==> config.mk <==
export PLATFORM = sky130hd
export DESIGN_NAME = mips_sequencer
export DESIGN_NICKNAME = d
export VERILOG_FILES = /design/src/rtl/mips_pkg.sv /design/src/rtl/mips_pc_reg.sv /design/src/rtl/mips_sequencer.sv
export SDC_FILE = /design/constraint.sdc
export NUM_CORES = 1
export LEC_CHECK = 0
export ABC_AREA = 1
export CAP_MARGIN = 20
export CORE_MARGIN = 1
export CORE_UTILIZATION = 42
export CTS_CLUSTER_DIAMETER = 100
export DETAILED_ROUTE_END_ITERATION = 8
export GPL_ROUTABILITY_DRIVEN = 0
export PLACE_DENSITY_LB_ADDON = 0.08
export SYNTH_ARGS = -nofsm -noshare
export SYNTH_HDL_FRONTEND = slang
export SYNTH_SLANG_ARGS = --single-unit
==> constraint.sdc <==
create_clock -name clk -period 1.9 [get_ports clk]
set_input_delay 0.38 -clock clk [delete_from_list [all_inputs] [get_ports clk]]
set_output_delay 0.38 -clock clk [all_outputs]
set_load 0.02 [all_outputs]
==> src/rtl/mips_pkg.sv <==
// Shared definitions for the multi-cycle MIPS control sequencer.
package mips_pkg;

  typedef enum logic [2:0] {
    IDLE      = 3'd0,
    FETCH     = 3'd1,
    DECODE    = 3'd2,
    EXECUTE   = 3'd3,
    WRITEBACK = 3'd4,
    HALT      = 3'd5,
    TRAP      = 3'd6
  } state_t;

  localparam logic [5:0] OP_HALT = 6'h3F;
  localparam int         CNT_W   = 16;

endpackage

==> src/rtl/mips_pc_reg.sv <==
// Program counter: synchronous clear, increment, and end-of-memory detect.
module mips_pc_reg #(
  parameter int PCsize = 6
) (
  input  logic              clk,
  input  logic              rst,
  input  logic              clr,
  input  logic              inc,
  output logic [PCsize-1:0] pc,
  output logic              last_addr
);

  localparam logic [PCsize-1:0] PC_ONE = PCsize'(1);

  always_ff @(posedge clk) begin
    if (rst || clr) begin
      pc <= '0;
    end else if (inc) begin
      pc <= pc + PC_ONE;
    end
  end

  // The caller stops incrementing here, so the PC never wraps.
  assign last_addr = &pc;

endmodule

==> src/rtl/mips_sequencer.sv <==
// Multi-cycle FETCH/DECODE/EXECUTE/WRITEBACK sequencer owning pc and ir.
// Define MIPS_SEQ_OVERFLOW_TRAP_EN to send ALU overflow to the TRAP state.
module mips_sequencer
  import mips_pkg::*;
#(
  parameter int DataSize = 32,
  parameter int PCsize   = 6
) (
  input  logic                clk,
  input  logic                rst,
  input  logic                start,
  input  logic [DataSize-1:0] instr_in,
  input  logic                ctl_regwrite,
  input  logic [DataSize-1:0] alu_result,
  input  logic                alu_overflow,
  input  logic                alu_zero,
  output logic [PCsize-1:0]   pc,
  output logic [DataSize-1:0] ir,
  output logic                reg_write,
  output logic [DataSize-1:0] wd,
  output logic                zero_q,
  output logic [2:0]          state,
  output logic                busy,
  output logic                halted,
  output logic                trap,
  output logic [PCsize-1:0]   epc,
  output logic [CNT_W-1:0]    instr_count
);

  localparam logic [CNT_W-1:0] CNT_ONE = CNT_W'(1);
  localparam logic [CNT_W-1:0] CNT_MAX = '1;

  state_t st;
  logic   pc_clr;
  logic   pc_inc;
  logic   last_addr;

  assign pc_inc = (st == WRITEBACK) && !last_addr;
  assign pc_clr = ((st == HALT) || (st == TRAP)) && start;

  mips_pc_reg #(
    .PCsize (PCsize)
  ) u_pc (
    .clk       (clk),
    .rst       (rst),
    .clr       (pc_clr),
    .inc       (pc_inc),
    .pc        (pc),
    .last_addr (last_addr)
  );

`ifdef MIPS_SEQ_OVERFLOW_TRAP_EN
  logic [PCsize-1:0] epc_q;
  assign epc  = epc_q;
  assign trap = (st == TRAP);
`else
  logic unused_ovf;
  assign unused_ovf = alu_overflow;
  assign epc        = '0;
  assign trap       = 1'b0;
`endif

  always_ff @(posedge clk) begin
    if (rst) begin
      st          <= IDLE;
      ir          <= '0;
      wd          <= '0;
      zero_q      <= 1'b0;
      instr_count <= '0;
`ifdef MIPS_SEQ_OVERFLOW_TRAP_EN
      epc_q       <= '0;
`endif
    end else begin
      case (st)
        IDLE: begin
          if (start) st <= FETCH;
        end
        FETCH: begin
          ir <= instr_in;
          st <= DECODE;
        end
        DECODE: begin
          st <= (ir[31:26] == OP_HALT) ? HALT : EXECUTE;
        end
        EXECUTE: begin
          wd     <= alu_result;
          zero_q <= alu_zero;
`ifdef MIPS_SEQ_OVERFLOW_TRAP_EN
          if (alu_overflow) begin
            epc_q <= pc;
            st    <= TRAP;
          end else begin
            st    <= WRITEBACK;
          end
`else
          st <= WRITEBACK;
`endif
        end
        WRITEBACK: begin
          if (instr_count != CNT_MAX) instr_count <= instr_count + CNT_ONE;
          st <= last_addr ? HALT : FETCH;
        end
        HALT, TRAP: begin
          // Restart from address 0 with a fresh retire count; pc is cleared in u_pc.
          if (start) begin
            instr_count <= '0;
`ifdef MIPS_SEQ_OVERFLOW_TRAP_EN
            epc_q       <= '0;
`endif
            st          <= FETCH;
          end
        end
        default: st <= IDLE;
      endcase
    end
  end

  // Write enable is combinational so a reset in WRITEBACK suppresses the write.
  assign reg_write = (st == WRITEBACK) && ctl_regwrite && !rst;
  assign state     = st;
  assign busy      = (st == FETCH) || (st == DECODE) || (st == EXECUTE) || (st == WRITEBACK);
  assign halted    = (st == HALT);

endmodule

==> impl_metrics.toml, run 1 <==
[timing]
post-route-min-period_ns = 1.841
relSlewSlack_pct = 58.72
post-route-period-util_pct = 96.90
tns_ns = 0
worst_slew_pin_slew_ns = 0.6191
fin_skew_ns = 0.01453
drv_slew = 0
finalHoldViolations = 0
rsz0062_at_grt = "false"
setup_viol = 0
max_freq_mhz = 543.2

[clock_tree]
cts.reportedPaths.clkPinSlew_ns = 0.10
cts_tree = "done"
htreeDepth = 3
root_buffer = "clkbuf_8"
worstSkewPairLatency_ns = 0.35
cts.sinks = 90
numCtsBuffers = 9
clockBufferDepth = 2
hold_buffers = 0

[global_route]
grt_pass1_vias = 3651
antenna_found_initial = 0
grtUsageTotal_pct = 21.70
grt_max_degree = 74
grt_overflow_total = 0
grt_pass1_wl_mm = 16.95

[die]
num_io_pins = 170
die-area_mm2 = 0.009450
die_x_um = 97.21
die_h_um = 97.21
initial_core_util_pct = 43.45
core_mm2 = 0.008763
rows = 34

[detailed_routing]
route.final.wire_length_mm = 10.24
drtIter0Drc = 112
drc_errors = 0
wl_per_cell_um = 12.66
final_antenna_net_count = 0
dr.pass1.iters = 4
vias_per_cell = 4.808
route.vias.total = 3890

[synth]
yosysUniqueCellTypes = 26
synth-async-reset-ratio_pct = 0
syn_inst = 530
synth-edff-count = 0
yosysTopAreaCell = "dfxtp_1"
yosysWarnings = 0
seq_area_frac_synth_pct = 47.32
synthFlopType = "dfxtp_1"
synth_commonest_cells = "nor2_1, dfxtp_1, o21ai_0, nand2_1, inv_1"
synth_area_mm2 = 0.003807
yosysMostFrequentCell = "nor2_1"
avgSynthCellArea_um2 = 7.184
netlist_top_cells_area = "dfxtp_1, o21ai_0, nor2_1"
synth_top_area_share_pct = 47.32
synth_seq_cells = 90

[worst_setup_path]
critPathMaxStageDelay_ns = 0.66
worstSetupEndpointType = "output pin"
worstPathMaxFanout = 6
worstPathBufferInverterCount = 1
crit_family = "buffers and inverters"
cp.required_ns = 1.52
crit_path_start_kind = "register"
cpMaxStageDelayCell = "clkdlybuf4s50_1"
arrival_ns = 1.46
path_cells = "clkdlybuf4s50_1"
path_class = "register to output pin"

[final_layout]
area_growth_pct = 51.96
fillers = 764
final_core_utilization_pct = 66.02
finalNetCount = 768
drive_gt1_share_pct = 7.275
multiInputGateArea_mm2 = 0.001633
antenna_cells = 0
register_area_mm2 = 0.001803

[power]
p_per_area_mw_per_mm2 = 740.8
power.total_w = 0.004286
vdd_drop_max_mv = 0.4861
leakage_nw = 2.238

[placed_design]
numPortBuffers = 161
dpl.hpwl_mm = 7.262

[status]
outcome = "finished, final reports clean"

[min_path]
hp-class = "register to register"

[run]
max-cap-violations = 0
[kinds of logic after synthesis]
| family | share of synthesized area [%] |
|---|---|
| buffers and inverters | 10.45 |
| AO/OA/AOI/OAI | 17.45 |
| XOR/XNOR | 1.150 |
| flip-flops | 47.32 |
| AND/OR/NAND/NOR | 22.87 |
| other | 0.09849 |
| adder cells (fa/ha/maj) | 0.6571 |
[final cells by class]
| type | instances | share of cell area, % |
|---|---|---|
| repair buffers | 182 | 30.49 |
| multi-input cells | 353 | 28.22 |
| clock inverters | 6 | 1.687 |
| clock buffers | 10 | 2.206 |
| inverters | 60 | 3.893 |
| well taps | 108 | 2.336 |
| flip-flops and latches | 90 | 31.16 |
[layer usage]
layer	part of all wire, %	global-route usage [%]
met1	43	26.19
met2	48	36.02
met3	7.9	7.770
met4	1.6	7.014
met5	0	0
[flip-flops by register name (all words and copies together) (netlist names)]
register / flops
zero_q: 1
state: 3
instr_count: 16
wd: 32
ir: 32
u_pc.pc: 6
[worst reg2reg max path: stages (launching register included)]
cell     delay, ns
dfxtp_1       0.40
ha_1          0.24
nand2_1       0.08
nor2_2        0.11
nand3_1       0.14
nor2_2        0.16
nor2_4        0.05
buf_4         0.17
nand2_1       0.09
nand2_1       0.05
a21oi_1       0.12
[timing repair]
action / 4_1_cts / 5_1_grt
endpoints found under the setup margin: 3 / 4
buffers inserted: 0 / 0
gates cloned: 0 / 0
resized for setup: 6 / 5
[layout by cell type (no fill, tap or decap), drive strengths merged, types with 5 or more instances in the layout]
cell,count
xor2,5
inv,62
a21oi,56
clkdlybuf4s50,158
clkbuf,10
nand4,6
nand2,70
o21ai,73
nand3,23
conb,7
nor2,102
buf,22
dfxtp,90
[worst paths after layout]
| path | start | endpoint | slack [ns] | cells after the start |
|---|---|---|---|---|
| setup / recovery | instr_count[12] | instr_count[12] | 0.06 | 1 |
| hold / removal | ir[6] | ir[6] | 0.45 | 2 |
| setup reg to reg | instr_count[0] | instr_count[8] | 0.23 | 10 |
| hold reg to reg | ir[6] | ir[6] | 0.45 | 2 |
[report_power, final]
| part | internal [W] | leakage [nW] | switching, W | total (W) |
|---|---|---|---|---|
| combinational | 0.000377 | 1.39 | 0.000383 | 0.000761 |
| clock | 0.000763 | 0.113 | 0.000716 | 0.00148 |
| sequential | 0.00199 | 0.733 | 0.0000565 | 0.00205 |
[per-stage QoR]
stage	area [um^2]	std cells	hold slack, ns	setup WS [ns]
final	5786	809	0.4476	0.05891
after global routing	5786	809	0.4768	0.0004727
after CTS	5787	809	0.4505	0.006467
after detailed placement	5562	793	0.4368	-0.2377
after global placement	5562	793	0.4308	-0.2368
after floorplan	3830	536	0.4494	0.09063
(Power assumes the default switching activity.)
==> run 2: changes to the inputs <==
--- a/config.mk
+++ b/config.mk
@@ -6,6 +6,7 @@
 export NUM_CORES = 1
 export LEC_CHECK = 0
 export ABC_AREA = 1
+export ABC_CLOCK_PERIOD_IN_PS = 1900
 export CAP_MARGIN = 20
 export CORE_MARGIN = 1
 export CORE_UTILIZATION = 42
==> results of run 2 <==
Same layout as run 1: the final DEF is identical, and so are final timing and power.
==> run 3: changes to the inputs <==
--- a/config.mk
+++ b/config.mk
@@ -13,7 +13,8 @@
 export CTS_CLUSTER_DIAMETER = 100
 export DETAILED_ROUTE_END_ITERATION = 8
 export GPL_ROUTABILITY_DRIVEN = 0
-export PLACE_DENSITY_LB_ADDON = 0.08
+export PLACE_DENSITY = 0.81
+export REMOVE_ABC_BUFFERS = 1
 export SYNTH_ARGS = -nofsm -noshare
 export SYNTH_HDL_FRONTEND = slang
 export SYNTH_SLANG_ARGS = --single-unit
==> run 3 against run 2 <==
  * Cell count down 0.12%
  * Clock power about the same
  * Power decreased by 0.65%
  * Clock-buffer cell count rose by 1
  * Maximum frequency up 0.87%
  * Critical endpoint is now instr_count[2]
  * Highest routed layer unchanged
==> impl_metrics.toml, run 3 (synthesized netlist as in run 1, its figures left out) <==
[status]
outcome = "finished, final reports clean"

[clock_tree]
htreeDepth = 3
postCtsSetupBuffers = 0
cts_tree = "done"
cts.reportedPaths.clkPinSlew_ns = 0.09
worstSkewPairLatency_ns = 0.35
root_buffer = "clkbuf_8"
numCtsBuffers = 9
clockBufferDepth = 2
hold_buffers = 0
cts.sinks = 90

[final_layout]
final_cell_mix = "clkdlybuf4s50_1, nor2_1, dfxtp_1, o21ai_0, nand2_1"
fillers = 746
drive_gt1_share_pct = 7.429
fin_cells = 808
area_growth_pct = 51.76
antenna_cells = 0
final_common_cell = "clkdlybuf4s50_1"
top_regs = "ir (32), wd (32), instr_count (16)"
finalNetCount = 768

[die]
die-area_mm2 = 0.009450
num_io_pins = 170
initial_core_util_pct = 43.45
die_x_um = 97.21
die_h_um = 97.21
rows = 34
core_mm2 = 0.008763

[timing]
hold_ws_ns = 0.4446
max_freq_mhz = 547.9
worst_slew_pin_slew_ns = 0.5453
setup_viol = 0
post-route-period-util_pct = 96.07
relSlewSlack_pct = 63.65
drv_slew = 0
finalHoldViolations = 0
fin_skew_ns = 0.006099
post-route-min-period_ns = 1.825
rsz0062_at_grt = "false"

[min_path]
hold_end = "ir[6]"
hold_depth = 2
worstHoldStart = "ir[6]"
hp-class = "register to register"

[worst_setup_path]
crit_family = "buffers and inverters"
cp.required_ns = 1.52
r2r_end = "instr_count[10]"
regToRegSetupSlack_ns = 0.15
worstPathMaxFanout = 6
arrival_ns = 1.45
worstPathBufferInverterCount = 1
crit_path_start_kind = "register"
r2r-start = "instr_count[0]"
path_class = "register to output pin"
critPathMaxStageDelay_ns = 0.64
worstSetupEndpointType = "output pin"
cpMaxStageDelayCell = "clkdlybuf4s50_1"
ff2ff_path_depth = 11
path_cells = "clkdlybuf4s50_1"

[detailed_routing]
dr.pass1.iters = 7
drtIter0Drc = 177
wl_per_cell_um = 12.98
vias_per_cell = 4.973
route.final.wire_length_mm = 10.49
final_antenna_net_count = 0
drc_errors = 0
route.vias.total = 4018

[global_route]
grt_max_degree = 66
grt_pass1_wl_mm = 17.33
antenna_found_initial = 0
grtUsageTotal_pct = 22.25
grt_overflow_total = 0
grt_pass1_vias = 3839

[power]
vdd_drop_max_mv = 0.4270
leakage_nw = 2.250
p_per_area_mw_per_mm2 = 736.9

[placed_design]
dpl.hpwl_mm = 7.469
numPortBuffers = 161
place_inst = 793

[run]
max-cap-violations = 0
run 3: layer usage:
layer / share of wire (%) / vias to the layer above / GRT usage [%]
met3: 7.3 / 15 / 6.547
met1: 42 / 1855 / 25.91
li1: - / 2006 / -
met4: 1.4 / 0 / 8.484
met2: 50 / 142 / 38.46
met5: 0 / - / 0
run 3: area by class of cell:
type                       count  area (um^2)  share of cell area, %
sequential                    90         1804                  31.23
timing repair buffer         182         1763                  30.51
multi-input combinational    353         1633                  28.26
inverter                      60        225.2                  3.898
clock buffer                  11        141.4                  2.447
tap                          108        135.1                  2.339
clock inverter                 4        76.32                  1.321
run 3: metrics by stage:
step | setup WS, ns | cell area, um^2 | total power, W | utilization (%) | TNS, ns
CTS | 0.009114 | 5783 | 0.004305 | 65.99 | 0
global placement | -0.1003 | 5562 | 0.002835 | 63.46 | -0.9678
detailed placement | -0.1074 | 5562 | 0.002853 | 63.46 | -1.566
global route | 0.007879 | 5778 | 0.004448 | 65.93 | 0
floorplan | -0.5559 | 3657 | 0.002412 | - | -5.853
finish | 0.07472 | 5778 | 0.004258 | 65.93 | 0
run 3: timing repair:
| item | CTS | global route |
|---|---|---|
| gates resized for setup | 8 | 5 |
| gates cloned | 0 | 0 |
| setup endpoints to repair | 4 | 3 |
run 3: how the worst max path moves through the flow:
| stage | start | end | slack, ns | cells past startpoint |
|---|---|---|---|---|
| after global routing | instr_count[0] | instr_count[10] | 0.008 | 11 |
| after detailed placement | rst | reg_write | -0.11 | 5 |
| after global placement | rst | reg_write | -0.10 | 5 |
| after floorplan | state[1] | busy | -0.56 | 6 |
| final | instr_count[2] | instr_count[2] | 0.07 | 1 |
| after CTS | state[0] | busy | 0.009 | 4 |
run 3: power by group:
group	total (W)	internal [W]	switching, W
logic	0.000764	0.000379	0.000385
clock network	0.00145	0.000774	0.000675
registers	0.00205	0.00199	0.0000563
==> edit: new RTL, config.mk and constraints of run 2 <==
Reset style: asynchronous (`rst`), changed in one clocked block.
--- a/src/rtl/mips_sequencer.sv
+++ b/src/rtl/mips_sequencer.sv
@@ -60,7 +60,7 @@
   assign trap       = 1'b0;
 `endif
 
-  always_ff @(posedge clk) begin
+  always_ff @(posedge clk or posedge rst) begin
     if (rst) begin
       st          <= IDLE;
       ir          <= '0;
Check against the original RTL: differs if rst is asserted again (counterexample within 4 cycles, from zero or initial values and one cycle with rst high); with rst held inactive, the same outputs for 10 cycles.
==> edit against run 2 <==
Register-to-register slack barely moved. Setup slack got worse by 9.9 ps. Critical path depth is the same. Sequential share of layout area up 5.8 points. Largest cell class unchanged. Area after synthesis is 6.6% higher. Clock skew fell by 1.4 ps. Sequential cell count unchanged. Design area grew 4.0%. Routed wire length is 9.1% lower. Cell count shrank 17%.
Power is not compared: it rests on default switching activity, and its combinational part moved more than twofold at a synthesized area within 25%.
==> edit: results (changes against run 2) <==
Biggest registers after layout: ir x32, wd x32, instr_count x16 (unchanged). The run gives 5820 sq um (was 5560 sq um) as the cell area reported after detailed placement. Top cells by area, synth: dfrtp_1 52%, mux2_2 18%, nand2_1 6.1%, dfxtp_1 3.0%, nor2_1 2.7% (was dfxtp_1 47%, o21ai_0 9.5%, nor2_1 9.5%, a21oi_1 7.4%, nand2_1 6.6%). The tools report the HPWL after detailed placement as 7.01 mm (was 7.26 mm). The launch point of the critical path is instr_count[13] (was instr_count[12]). The logs give 49 (was 112) for the count of routing violations after the opening detailed-route iteration and 674 (was 809) for the number of cells in the finished layout apart from fillers.

The maximum single-stage delay on the critical path was 640 ps (was 660 ps). The mean area per synthesized cell works out to 11.1 sq um (was 7.18 sq um). Most numerous cell types in the synthesized netlist: 84 x dfrtp_1, 66 x nand2_1, 65 x mux2_2 (was 96 x nor2_1, 90 x dfxtp_1, 72 x o21ai_0). The most used flip-flop cell after synthesis is dfrtp_1 (was dfxtp_1). The number of setup buffers added after CTS was 0 (unchanged). The logs give 0 (unchanged) for the number of antenna cells inserted and 230 ps (about the same) for the worst setup slack for register-to-register paths. For the maximum clock skew at final layout, the log shows 13.1 ps (was 14.5 ps). The largest fanout on the critical path was 6 (unchanged). Family of cells with the greatest summed delay on the critical path: buffers and inverters (unchanged). The length in cells of the worst reg-to-reg path is 6 (was 10).

The worst slack after detailed placement came out at -202 ps (was -238 ps). The buffer levels on the longest clock path came out at 2 (unchanged). Via count of the first global-routing pass: 3,130 (was 3,651). The fraction of the yosys area taken by sequential cells is 54.8% (was 47.3%). The total of buffers placed on input and output ports is 161 (unchanged), and the pin count of the biggest net entering global routing is 37 (was 74). The wire length of the first global-routing pass is 14.8 mm (was 16.9 mm), and the fraction of the cycle the final worst path needs is 97.4% (was 96.9%). The tools report the overall via count from detail_route as 3,165 (was 3,890).

The tools report the number of nets in the final layout as 612 (was 768). The run gives 19.0% (was 21.7%) as the global-route total usage across every layer. The tools report the insertion delay to the later sink of the worst-skew pair as 350 ps (about the same). STA puts the critical path data arrival time at 1470 ps. The run finished with clean final reports. The class of the most critical hold timing path was register to register (unchanged). The logs give 0 (unchanged) for the total number of yosys warnings and 0 (unchanged) for the initial antenna violation count. The fraction of final layout cells with drive strength greater than 1 is 22.8% (was 7.28%), and the static leakage is 2.52 nW. The placed instance count is 658 (was 793), and the number of fill cells is 774 (was 764). Worst setup path endpoint: instr_count[13] (was instr_count[12]).

The share of flip-flops with an asynchronous set or reset is 93.3% (was 0%), and the distinct cell type count after synthesis is 34 (was 26). The run gives 9.31 mm (was 10.2 mm) as the total wirelength of the detailed-routed design. The buffer type at the clock tree root was clkbuf_8 (unchanged). The tools report the source of the worst register-to-register timing path as state[1] (was instr_count[0]).

The end of the worst register-to-register path is wd[29] (was instr_count[8]).
edit: cells by family (layout without fill, tap and decap cells):
logic type	Yosys count	after routing	share of synthesized area, %
compound gates	25	25	4.35
xor+xnor	7	7	1.51
fa+ha+maj	2	2	0.617
buf+inv	41	214	5.49
flops	90	90	54.8
mux	65	65	18.0
other cells	1	7	0.0924
simple gates	135	135	15.1
edit: how the worst min path moves through the flow:
stage / start / to / slack, ps / cells after the start
floorplan: alu_result[29] / wd[29] / 530 / 1
global placement: wd[28] / wd[28] / 490 / 1
detailed placement: ir[0] / ir[0] / 490 / 1
CTS: u_pc.pc[1] / u_pc.pc[1] / 510 / 2
global route: ir[4] / ir[4] / 530 / 1
finish: u_pc.pc[1] / u_pc.pc[1] / 500 / 2
edit: area by class of cell:
class                      count  area, sq um  share of cell area [%]
sequential                    90         2220                    37.0
timing repair buffer         173         1700                    28.2
multi-input combinational    241         1640                    27.2
tap                          129          161                    2.68
clock buffer                  10          128                    2.12
inverter                      25         97.6                    1.62
clock inverter                 6         72.6                    1.21
edit: repair_timing:
action / 4_1_cts / 5_1_grt
resized for setup: 9 / 5
pin swaps: 0 / 0
setup endpoints to repair: 4 / 5
hold buffers: 0 / 0
edit: per-layer routing:
| layer | share of wire (%) | GRT usage, % |
|---|---|---|
| met5 | 0 | 0 |
| met4 | 1.5 | 6.80 |
| met3 | 7.9 | 6.55 |
| met2 | 49 | 31.2 |
| met1 | 41 | 23.1 |
edit: power by group:
part | internal (mW) | switching [mW] | total (mW)
clock network | 0.626 | 0.711 | 1.34
logic | 2.49 | 2.29 | 4.79
registers | 2.72 | 0.470 | 3.19
